==> config.mk <==
export PLATFORM = sky130hd
export DESIGN_NAME = prog_loader
export DESIGN_NICKNAME = d
export VERILOG_FILES = /design/src/rtl/prog_loader.sv
export SDC_FILE = /design/constraint.sdc
export NUM_CORES = 1
export LEC_CHECK = 0
export CAP_MARGIN = 20
export CORE_MARGIN = 2
export CORE_UTILIZATION = 58
export CTS_CLUSTER_SIZE = 30
export DETAILED_ROUTE_END_ITERATION = 6
export PLACE_DENSITY = 0.84
export SETUP_SLACK_MARGIN = 0.4
export SLEW_MARGIN = 20
export SYNTH_ARGS = -nofsm -noshare
export SYNTH_HDL_FRONTEND = slang
export SYNTH_SLANG_ARGS = --single-unit
export TNS_END_PERCENT = 5
==> constraint.sdc <==
create_clock -name clk -period 2.7 [get_ports clk]
set_input_delay 0.54 -clock clk [delete_from_list [all_inputs] [get_ports clk]]
set_output_delay 0.54 -clock clk [all_outputs]
set_load 0.1 [all_outputs]
==> src/rtl/prog_loader.sv <==
// Streaming program loader: takes a length byte, N instruction bytes and a checksum
// byte, writes the instructions into instruction memory and releases the CPU on success.
module prog_loader #(
  parameter logic [7:0] BASE_ADDR = 8'h00
) (
  input  logic       clk,
  input  logic       reset,
  input  logic       start,
  input  logic       in_valid,
  input  logic [7:0] in_data,
  output logic       in_ready,
  output logic       imem_we,
  output logic [7:0] imem_addr,
  output logic [7:0] imem_wdata,
  output logic       cpu_reset,
  output logic       done,
  output logic       error
);

  typedef enum logic [2:0] {IDLE, LEN, DATA, CSUM, DONE, ERR} state_t;

  state_t     state_q, state_d;
  logic [7:0] len_q, len_d;
  logic [7:0] cnt_q, cnt_d;
  logic [7:0] sum_q, sum_d;
  logic       we_q, we_d;
  logic [7:0] addr_q, addr_d;
  logic [7:0] wdata_q, wdata_d;
  logic       accept;

  assign in_ready = (state_q == LEN) || (state_q == DATA) || (state_q == CSUM);
  assign accept   = in_valid && in_ready;

  always_comb begin
    // NOTE: every variable gets a default before the case so no path leaves one unassigned (no latches).
    state_d = state_q;
    len_d   = len_q;
    cnt_d   = cnt_q;
    sum_d   = sum_q;
    we_d    = 1'b0;
    addr_d  = addr_q;
    wdata_d = wdata_q;
    case (state_q)
      IDLE, DONE, ERR: begin
        if (start) begin
          state_d = LEN;
          len_d   = 8'h00;
          cnt_d   = 8'h00;
          sum_d   = 8'h00;
        end
      end
      LEN: begin
        if (accept) begin
          if (in_data == 8'h00) begin
            state_d = ERR;
          end else begin
            len_d   = in_data;
            state_d = DATA;
          end
        end
      end
      DATA: begin
        if (accept) begin
          // Write is registered: it appears on the outputs the cycle after acceptance.
          we_d    = 1'b1;
          addr_d  = BASE_ADDR + cnt_q;
          wdata_d = in_data;
          sum_d   = sum_q + in_data;
          cnt_d   = cnt_q + 8'd1;
          if (cnt_q == len_q - 8'd1) state_d = CSUM;
        end
      end
      CSUM: begin
        if (accept) state_d = (in_data == sum_q) ? DONE : ERR;
      end
      default: state_d = IDLE;
    endcase
  end

  // NOTE: sequential state uses non-blocking assignments so all registers update together.
  always_ff @(posedge clk) begin
    if (reset) begin
      state_q <= IDLE;
      len_q   <= 8'h00;
      cnt_q   <= 8'h00;
      sum_q   <= 8'h00;
      we_q    <= 1'b0;
      addr_q  <= 8'h00;
      wdata_q <= 8'h00;
    end else begin
      state_q <= state_d;
      len_q   <= len_d;
      cnt_q   <= cnt_d;
      sum_q   <= sum_d;
      we_q    <= we_d;
      addr_q  <= addr_d;
      wdata_q <= wdata_d;
    end
  end

  assign imem_we    = we_q;
  assign imem_addr  = addr_q;
  assign imem_wdata = wdata_q;
  // The CPU is held whenever reset is asserted, even before the first clock edge.
  assign cpu_reset  = reset || (state_q != DONE);
  assign done       = (state_q == DONE);
  assign error      = (state_q == ERR);

endmodule

==> summary.md <==
| Metric | Value |
|---|---|
| CP cell instances | clkdlybuf4s50_1 -> ha_1 -> fa_1 -> a21o_1 -> a21oi_1 -> o21bai_1 -> a21oi_1 -> or4_1 -> nand3_1 |
| Min Tclk post-route | 2.28 ns |
| Aggregate global routing overflow | 0 |
| Min-delay worst type | flop to flop |
| Critical Path Fanout Max | 2 |
| Slew headroom | 0.575 |
| Hold Crit Start | imem_addr[7]$_SDFFE_PP0P_ |
| Initial drt markers | 166 |
| Num ports | 33 |
| Worst reg2reg endpoint | state_q[0]$_SDFFE_PP0P_ |
| Synthesized cell area | 2340 um2 |
| Yosys reg bits | 44 |
| Ys async rst share | 0 |
| Number of synthesized flops with an enable pin | 0 |
| Placed Cells incl. Taps | 372 |
| GRT Resource Usage Total | 0.270 |
| 1st-pass router iterations | 4 |
| CTS sink count | 44 |
| Worst-margin pin slew | 0.629 ns |
| Root Driver | clkbuf_8 |
| Max Clock Freq | 0.439 GHz |
| Vias in the first global route | 1,945 |
| Seq/Total Area, Yosys | 0.377 |
| Yosys warning count | 0 |
| Antenna diodes | 0 |
| Critical Path Stages | 9 |
| Hold Path End | imem_addr[7]$_SDFFE_PP0P_ |
| Commonest non-fill, non-tap cells in the layout | nand2_1, dfxtp_1, a21oi_1, buf_4, nor2_1 |
| Post_cts resized | 0 |
| PwrDens | 765 nW/um2 |
| Final-report max-slew violation count | 0 |
| Nets | 351 |
| Site row count | 23 |
| Synth Net Count | 321 |
| CTS tree | yes |
| Required time worst endpoint | 2.91 ns |
| Most common cell after layout, fill and taps aside | nand2_1 |
| Layout cells sized above 1 | 0.142 |
| Non-filler cells, final | 380 |
| First-pass GRT wire length | 9.16 mm |
| Worst path slowest cell | clkdlybuf4s50_1 |
| Routability cong. | 0.843 |
| Inserted Clock Buffers | 5 |
| Crit path setup slack, layout | 0.423 ns |
| CP Capture Type | flop |
| Status | finished clean |
| CTS Buffer Depth | 2 |
| Most numerous cell on the critical path | a21oi_1 |
| Fin Clk Skew | 0.00382 ns |
| Die width | 67.5 um |
| Unrepaired setup endpoints after global routing | true |
| Main flop type after synthesis | dfxtp_1 |
| DIE AREA | 4550 um2 |
| Hold buffer count at CTS | 0 |
| Initial antenna violation count | 0 |
| Worst setup SP type | primary input |
| Max Cap Violations | 0 |
| Sequential Area | 881 um2 |
| Post-route ant nets | 0 |
| Kind of critical path | primary input to flop |
| Synthesized area per cell | 7.82 um2 |
| WP data arrival | 2.48 ns |
| DP Area | 2680 um2 |
| Finished layout cell area | 2800 um2 |
| Vias | 2,196 |
| HPWL after detailed placement | 3.94 mm |
| Critical Path Max Stage Delay | 0.44 ns |
| Filler cell count | 304 |
| Total negative slack | 0 ns |
| Area Overhead vs Synth | 20.0% |
| WHS Path Cells | 2 |
| R2R Path Start | len_q[0]$_SDFFE_PP0P_ |
| Die Span Y | 67.5 um |
| H-tree depth | 2 |
| Clock Latency Late Sink | 0.31 ns |
| Largest net degree at the start of global routing | 47 |
| Cells after Synth | 299 |
| CP top delay family | compound AO/OA/AOI/OAI gates |
| Place WS | 0.131 ns |
| Postcts setup bufs | 0 |
| Clock transition at path regs | 0.09 ns |
| Initial Util | 0.593 |
| Drt total wl | 5.65 mm |
| Setup violators final | 0 |
| Fin. Hold Viols | 0 |
| LEAKAGE | 1.10 nW |
| DRC Markers | 0 |
| Peak VDD IR | 0.521 mV |
| Tcrit/Tclk final | 0.843 |
| Core ar. | 3940 um2 |
| R2R setup slack | 0.70 ns |
| Vias per std cell | 5.78 |
| Routed length per instance | 14.9 um |
| Post-synth cell types | 42 |
| R2R cell count | 7 |
| CP Buf/Inv Count | 1 |
| Footprint of the multi-input gates | 1370 um2 |
| IO Port Bufs | 32 |
-- area by class of cell --
class                   instances  area share
multi-input cells             230       0.488
flip-flops and latches         44       0.314
repair buffers                 42       0.127
clock buffers                   5      0.0245
well taps                      50      0.0223
clock inverters                 3      0.0165
inverters                       6     0.00803
-- metal layers --
metal	track usage	wire length [um]	vias up
li1	-	-	1101
met1	0.357	2560	1022
met2	0.431	2690	62
met3	0.0533	291	11
met4	0.105	106	0
met5	0	0	-
-- registers in the layout, indices dropped and copies added, names as in the netlist --
signal,flops
sum_q,8
imem_addr,8
imem_wdata,8
state_q,3
cnt_q,8
imem_we,1
len_q,8
-- tightest hold or removal path: stages (launching register included) --
cell	delay (ns)
dfxtp_1	0.32
nand2_1	0.05
a21oi_1	0.05
-- where the power goes --
group          switching [mW]  leakage (nW)  total [mW]  internal [mW]
Sequential             0.0762         0.356       0.783          0.707
Combinational           0.567         0.686       0.826          0.259
Clock                   0.256        0.0548       0.534          0.279
Total                   0.899          1.10        2.14           1.24
-- kinds of logic (layout without fill, tap and decap cells) --
group	count (synthesis)	in the layout	synth area share
and+or+nand+nor	134	134	0.272
AOI/OAI and AO/OA	63	63	0.161
adders and majority gates	10	10	0.0567
DFF	44	44	0.377
buffers and inverters	25	56	0.0423
xor gates and xnor gates	20	20	0.0782
muxes	3	3	0.0128
-- per-stage QoR --
step	hold slack [ns]	utilization	power, mW
after floorplan	0.436	-	1.42
after global placement	0.446	0.680	1.59
after detailed placement	0.450	0.680	1.61
after CTS	0.463	0.710	2.14
after global routing	0.484	0.711	2.25
final	0.462	0.711	2.14
-- how the worst max path moves through the flow --
| stage | start | endpoint | slack [ns] |
|---|---|---|---|
| global route | in_data[0] | sum_q[6]$_SDFFE_PP0P_ | 0.30 |
| CTS | in_data[0] | sum_q[6]$_SDFFE_PP0P_ | 0.43 |
| floorplan | state_q[1]$_SDFFE_PP0P_ | in_ready | 0.36 |
| finish | in_data[0] | sum_q[6]$_SDFFE_PP0P_ | 0.42 |
| detailed placement | in_data[0] | sum_q[6]$_SDFFE_PP0P_ | 0.13 |
| global placement | in_data[0] | sum_q[6]$_SDFFE_PP0P_ | 0.17 |
-- synthesized netlist by cell type (2+ instances only) --
| cell | instances | area, um2 |
|---|---|---|
| o21bai_1 | 2 | 15.0 |
| nand3_1 | 14 | 70.1 |
| a22oi_1 | 2 | 15.0 |
| nand2b_1 | 7 | 43.8 |
| o311ai_0 | 2 | 17.5 |
| nand3b_1 | 3 | 22.5 |
| nand3_2 | 2 | 20.0 |
| inv_1 | 6 | 22.5 |
| or3_1 | 2 | 12.5 |
| a21oi_1 | 39 | 195 |
| nor2_1 | 22 | 82.6 |
| o21ai_0 | 8 | 40.0 |
| and3_1 | 4 | 25.0 |
| dfxtp_1 | 44 | 881 |
| ha_1 | 9 | 113 |
| mux2i_1 | 3 | 30.0 |
| xor2_1 | 11 | 96.3 |
| nand4_1 | 4 | 25.0 |
| nor4_1 | 7 | 43.8 |
| nand2_1 | 56 | 210 |
| a31oi_1 | 2 | 12.5 |
| xnor2_1 | 8 | 70.1 |
| nor3_1 | 6 | 30.0 |
| clkbuf_1 | 15 | 56.3 |
| buf_2 | 4 | 20.0 |
(Power assumes the default switching activity.)
